`src/rtl/nanorv32_useq_pkg.sv`:
```
// nanorv32_useq_pkg
//   Shared constants and encodings for the nanorv32 micro-sequencer.
//   - Default micro-ROM geometry, sequence base addresses and terminator word.
//   - Sequence-kind encoding (2-bit) and sequencer state encoding (1-bit).
//   - Packed debug view of the sequencer state.
package nanorv32_useq_pkg;

  localparam int NANORV32_UROM_ADDR_MSB = 5;
  localparam int NANORV32_UROM_ADDR_W   = NANORV32_UROM_ADDR_MSB + 1;
  localparam int NANORV32_DATA_W        = 32;

  localparam int NANORV32_BOOT_BASE      = 0;
  localparam int NANORV32_IRQ_ENTRY_BASE = 16;
  localparam int NANORV32_IRQ_EXIT_BASE  = 32;
  localparam logic [NANORV32_DATA_W-1:0] NANORV32_END_WORD = 32'h0000_0000;
  localparam int NANORV32_MAX_LEN        = 15;

  typedef enum logic [1:0] {
    KIND_BOOT  = 2'd0,
    KIND_ENTER = 2'd1,
    KIND_EXIT  = 2'd2
  } seq_kind_e;

  typedef enum logic {
    ST_IDLE = 1'b0,
    ST_RUN  = 1'b1
  } useq_state_e;

  // Debug view: {state, kind}, exported as a 3-bit vector.
  typedef struct packed {
    useq_state_e st;
    seq_kind_e   kind;
  } useq_dbg_t;

endpackage

```
`src/rtl/nanorv32_useq.sv`:
```
// nanorv32_useq
//   Micro-sequencer between fetch and decode. Replays the boot, interrupt-entry
//   and interrupt-exit sequences stored in an external micro-ROM as if they
//   were fetched instructions, while holding the normal fetch path.
//
// Ports
//   clk            core clock
//   rst            synchronous, active-high reset
//   urom_addr      registered micro-ROM address
//   urom_dout      combinational micro-ROM data for urom_addr
//   irq_enter_req  level request for the interrupt-entry sequence
//   irq_exit_req   level request for the interrupt-exit sequence
//   inst           instruction to decode (pass-through of urom_dout)
//   inst_valid     inst is valid
//   inst_ready     decode accepts inst this cycle
//   fetch_hold     stalls / overrides the normal fetch path
//   irq_enter_ack  one-cycle pulse when the entry sequence completes
//   irq_exit_ack   one-cycle pulse when the exit sequence completes
//   seq_err        one-cycle pulse when a sequence aborts on MAX_LEN
//   dbg_state      {state, kind} debug view of the controller
//
// Handshake: a word is transferred on every rising clk edge where
// inst_valid && inst_ready. Once inst_valid is high it stays high, and inst
// stays stable, until that transfer happens (address and count are frozen
// while inst_ready is low). inst_valid never depends on inst_ready.
module nanorv32_useq
  import nanorv32_useq_pkg::*;
#(
  parameter int                 UROM_ADDR_W    = NANORV32_UROM_ADDR_W,
  parameter int                 DATA_W         = NANORV32_DATA_W,
  parameter int                 BOOT_BASE      = NANORV32_BOOT_BASE,
  parameter int                 IRQ_ENTRY_BASE = NANORV32_IRQ_ENTRY_BASE,
  parameter int                 IRQ_EXIT_BASE  = NANORV32_IRQ_EXIT_BASE,
  parameter logic [DATA_W-1:0]  END_WORD       = NANORV32_END_WORD,
  parameter int                 MAX_LEN        = NANORV32_MAX_LEN
) (
  input  logic                   clk,
  input  logic                   rst,
  output logic [UROM_ADDR_W-1:0] urom_addr,
  input  logic [DATA_W-1:0]      urom_dout,
  input  logic                   irq_enter_req,
  input  logic                   irq_exit_req,
  output logic [DATA_W-1:0]      inst,
  output logic                   inst_valid,
  input  logic                   inst_ready,
  output logic                   fetch_hold,
  output logic                   irq_enter_ack,
  output logic                   irq_exit_ack,
  output logic                   seq_err,
  output logic [2:0]             dbg_state
);

  // Count must be able to hold MAX_LEN itself (the abort condition).
  localparam int CNT_W = $clog2(MAX_LEN + 1);

  useq_state_e            st, st_nxt;
  seq_kind_e              kind, kind_nxt;
  logic [UROM_ADDR_W-1:0] addr_nxt;
  logic [CNT_W-1:0]       cnt, cnt_nxt;
  logic                   boot_pending, boot_pending_nxt;

  logic                   valid_c;
  logic                   enter_ack_c;
  logic                   exit_ack_c;
  logic                   err_c;
  logic                   is_end;
  logic                   at_max;
  useq_dbg_t              dbg;

  assign is_end = (urom_dout == END_WORD);
  assign at_max = (cnt >= CNT_W'(MAX_LEN));

  // State register
  always_ff @(posedge clk) begin
    if (rst) begin
      st           <= ST_IDLE;
      kind         <= KIND_BOOT;
      urom_addr    <= UROM_ADDR_W'(BOOT_BASE);
      cnt          <= '0;
      boot_pending <= 1'b1;
    end else begin
      st           <= st_nxt;
      kind         <= kind_nxt;
      urom_addr    <= addr_nxt;
      cnt          <= cnt_nxt;
      boot_pending <= boot_pending_nxt;
    end
  end

  // Next-state and per-cycle outputs
  always_comb begin
    st_nxt           = st;
    kind_nxt         = kind;
    addr_nxt         = urom_addr;
    cnt_nxt          = cnt;
    boot_pending_nxt = boot_pending;
    valid_c          = 1'b0;
    enter_ack_c      = 1'b0;
    exit_ack_c       = 1'b0;
    err_c            = 1'b0;

    case (st)
      ST_IDLE: begin
        // Boot beats a pending exit, and exit beats entry, so a simultaneous
        // enter+exit runs the exit first; the still-held entry request is
        // taken on the next IDLE cycle.
        if (boot_pending) begin
          st_nxt           = ST_RUN;
          kind_nxt         = KIND_BOOT;
          addr_nxt         = UROM_ADDR_W'(BOOT_BASE);
          cnt_nxt          = '0;
          boot_pending_nxt = 1'b0;
        end else if (irq_exit_req) begin
          st_nxt   = ST_RUN;
          kind_nxt = KIND_EXIT;
          addr_nxt = UROM_ADDR_W'(IRQ_EXIT_BASE);
          cnt_nxt  = '0;
        end else if (irq_enter_req) begin
          st_nxt   = ST_RUN;
          kind_nxt = KIND_ENTER;
          addr_nxt = UROM_ADDR_W'(IRQ_ENTRY_BASE);
          cnt_nxt  = '0;
        end
      end

      ST_RUN: begin
        if (is_end || at_max) begin
          // Terminator (or runaway sequence): finish without issuing.
          // A runaway still acks so the requester cannot deadlock.
          st_nxt      = ST_IDLE;
          err_c       = !is_end;
          enter_ack_c = (kind == KIND_ENTER);
          exit_ack_c  = (kind == KIND_EXIT);
        end else begin
          valid_c = 1'b1;
          if (inst_ready) begin
            addr_nxt = urom_addr + UROM_ADDR_W'(1);  // wraps modulo 2^UROM_ADDR_W
            cnt_nxt  = cnt + CNT_W'(1);
          end
        end
      end

      default: st_nxt = ST_IDLE;
    endcase
  end

  // Outputs are forced to their reset values while rst is high, so a reset
  // in the middle of a sequence takes effect in the same cycle.
  assign inst          = urom_dout;
  assign inst_valid    = valid_c && !rst;
  assign fetch_hold    = rst || boot_pending || (st == ST_RUN);
  assign irq_enter_ack = enter_ack_c && !rst;
  assign irq_exit_ack  = exit_ack_c && !rst;
  assign seq_err       = err_c && !rst;

  assign dbg.st    = st;
  assign dbg.kind  = kind;
  assign dbg_state = dbg;

endmodule

```
`config.mk`:
```
export PLATFORM = sky130hd
export DESIGN_NAME = nanorv32_useq
export DESIGN_NICKNAME = d
export VERILOG_FILES = /design/src/rtl/nanorv32_useq_pkg.sv /design/src/rtl/nanorv32_useq.sv
export SDC_FILE = /design/constraint.sdc
export NUM_CORES = 1
export LEC_CHECK = 0
export ABC_AREA = 1
export CELL_PAD_IN_SITES_DETAIL_PLACEMENT = 1
export CELL_PAD_IN_SITES_GLOBAL_PLACEMENT = 2
export CORE_MARGIN = 2
export CORE_UTILIZATION = 18
export CTS_BUF_LIST = sky130_fd_sc_hd__clkbuf_4 sky130_fd_sc_hd__clkbuf_8 sky130_fd_sc_hd__clkbuf_16
export DETAILED_ROUTE_END_ITERATION = 12
export PLACE_DENSITY = 0.84
export RECOVER_POWER = 50
export SETUP_SLACK_MARGIN = 0.1
export SYNTH_ARGS = -nofsm -noshare
export SYNTH_HDL_FRONTEND = slang
export SYNTH_SLANG_ARGS = --single-unit
```
`constraint.sdc`:
```
create_clock -name clk -period 1.97 [get_ports clk]
set_input_delay 0.197 -clock clk [delete_from_list [all_inputs] [get_ports clk]]
set_output_delay 0.197 -clock clk [all_outputs]
set_load 0.01 [all_outputs]
```
==> reports/qor.csv <==
metric;value;unit
grt_start_max_net_pins;12;
ant_nets;0;
mostFrequentLayoutCell;nor2_1;
power.total;0.922;mW
cellLeakagePower;1.23;nW
diodes;0;
synth_top_area_frac;0.227;
place_ws;-302;ps
slowest_stage;dlygate4sd3_1;
detailed_place_hpwl;3360;µm
clock.fmax;550;MHz
core-area;6720;µm²
hold_violations;0;
critPathMaxStageDelay;680;ps
holdBufCountCts;0;
ioPinCount;83;
die-width;86.8;µm
drc;0;
crit_path_cell_trace;dlygate4sd3_1, inv_1, nand2_1, clkdlybuf4s50_1;
synth_seq_cells;14;
drtPass1Iterations;4;
drt-total-wl;4200;µm
power_density;425;nW/µm²
clk_path_buf_depth;2;
end_kind;primary output;
cts_root_buffer;clkbuf_8;
clk_pin_slew;50;ps
grt_pass1_vias;1456;
crit_arrival;1620;ps
hp-class;flip-flop to flip-flop;
setup_viol;0;
rows;30;
start_kind;input pin;
path_buf_inv;3;
clock_sinks;14;
grt-ovfl-total;0;
grt_pass1_wl;6460;µm
crit_required;1770;ps
area_growth;76.1;%
vias_per_cell;4.12;
nets;309;
synth_top_flop_cell;dfxtp_1;
drv_cap;0;
syn_area;1230;µm²
netlist_instances;199;
ys_warn_count;0;
setup_ws;151;ps
drv_slew;0;
clk_latency;250;ps
synth_seq_area_share;0.227;
tns;0;ps
initial_core_util;0.184;
path_max_fanout;5;
ir_drop;0.158;mV
cts_tree;yes;
htreeDepth;1;
drive_gt1_frac;0.168;
status;finished clean;
dp.cells;343;
crit_family;buffers and inverters;
fin_crit_sh;0.923;
drtIter0Drc;32;
antenna_found_initial;0;
die_y;86.8;µm
layout_min_cycle_time;1820;ps
synth_nets;238;
async_reset_ff_frac;0;
syn_area_per_cell;6.20;µm²
synthDistinctLibCells;22;
portBuffers;82;
rsz0062_at_grt;false;
worstMarginPinSlew;275;ps
relSlewSlack;0.816;
die_area;7530;µm²
synth_area_leaders;dfxtp_1 23%, buf_4 20%, nor2_1 14%;
synth-edff-count;0;
globalplace.congestion;0.712;
wire_per_inst;12.1;µm
vias;1434;
numCtsBuffers;3;
layout_common_cells;40 x nor2_1, 39 x nand2_1, 31 x dlymetal6s2s_1, 30 x dlygate4sd3_1, 21 x buf_4;
finalNonFillerCells;348;
worst_clock_skew;3.07;ps
synth_area_leader_cell;dfxtp_1;
criticalPathCategory;input pin to primary output;
track_usage;0.106;
tightest hold or removal path, stage by stage (launching register included):
cell	delay, ps
dfxtp_1	320
nand2_1	60
nand2_1	40
kinds of logic (layout without fill, tap and decap cells):
family | after synthesis | count (layout) | synth area share
and+or+nand+nor | 115 | 115 | 0.406
buffers and inverters | 57 | 126 | 0.291
adders and majority gates | 2 | 2 | 0.0203
AOI/OAI and AO/OA | 8 | 8 | 0.0345
xor gates and xnor gates | 3 | 3 | 0.0213
DFF | 14 | 14 | 0.227
path summary, 6_finish.rpt:
kind / from / end / slack [ps] / cells after the start
min: boot_pending$_SDFFE_PP1N_ / boot_pending$_SDFFE_PP1N_ / 460 / 2
min reg2reg: boot_pending$_SDFFE_PP1N_ / boot_pending$_SDFFE_PP1N_ / 460 / 2
max: rst / fetch_hold / 150 / 4
max reg2reg: cnt[1]$_SDFFE_PP0P_ / urom_addr[2]$_SDFFE_PP0P_ / 510 / 9
timing repair:
action | 4_1_cts | 5_1_grt
gates resized for setup | 14 | 45
endpoints found under the setup margin | 4 | 4
setup buffers | 0 | 2
hold endpoints to repair | 0 | 0
pin swaps | 1 | 27
cell usage after synthesis (all sizes together), types with 3 or more instances:
master and count:
nor2 47, nand2 44, clkbuf 3, nand3b 6, nand3 13, inv 20, buf 34, a21oi 5
dfxtp 14
metrics by stage:
step | hold WS, ps | area [µm²] | util
after floorplan | 357 | 1230 | -
after global placement | 448 | 2010 | 0.300
after detailed placement | 455 | 2010 | 0.300
after CTS | 463 | 2050 | 0.305
after global routing | 499 | 2170 | 0.323
final | 461 | 2170 | 0.323
per-layer routing:
metal  wire length, µm  vias up  GRT usage
li1                  -      719          -
met1              1690      667      0.114
met2              2220       44      0.203
met3               253        4     0.0286
met4                37        0     0.0256
met5                 0        -          0
where the power goes:
part / switching (mW) / internal (mW)
Sequential: 0.0220 / 0.306
Clock: 0.102 / 0.135
Combinational: 0.162 / 0.194
Total: 0.286 / 0.636
state kept, by name (all words and copies together), names as in the netlist:
register      cells
boot_pending      1
st                1
cnt               4
urom_addr         6
kind              2
layout make-up:
cell class                      count  area, µm²
Clock buffer                        3       41.3
Fill cell                         841       4550
Inverter                           20       75.1
Multi-Input combinational cell    128        634
Sequential cell                    14        280
Tap cell                           80        100
Timing Repair Buffer              103       1040
No activity file was read; power rests on OpenSTA's default activity.
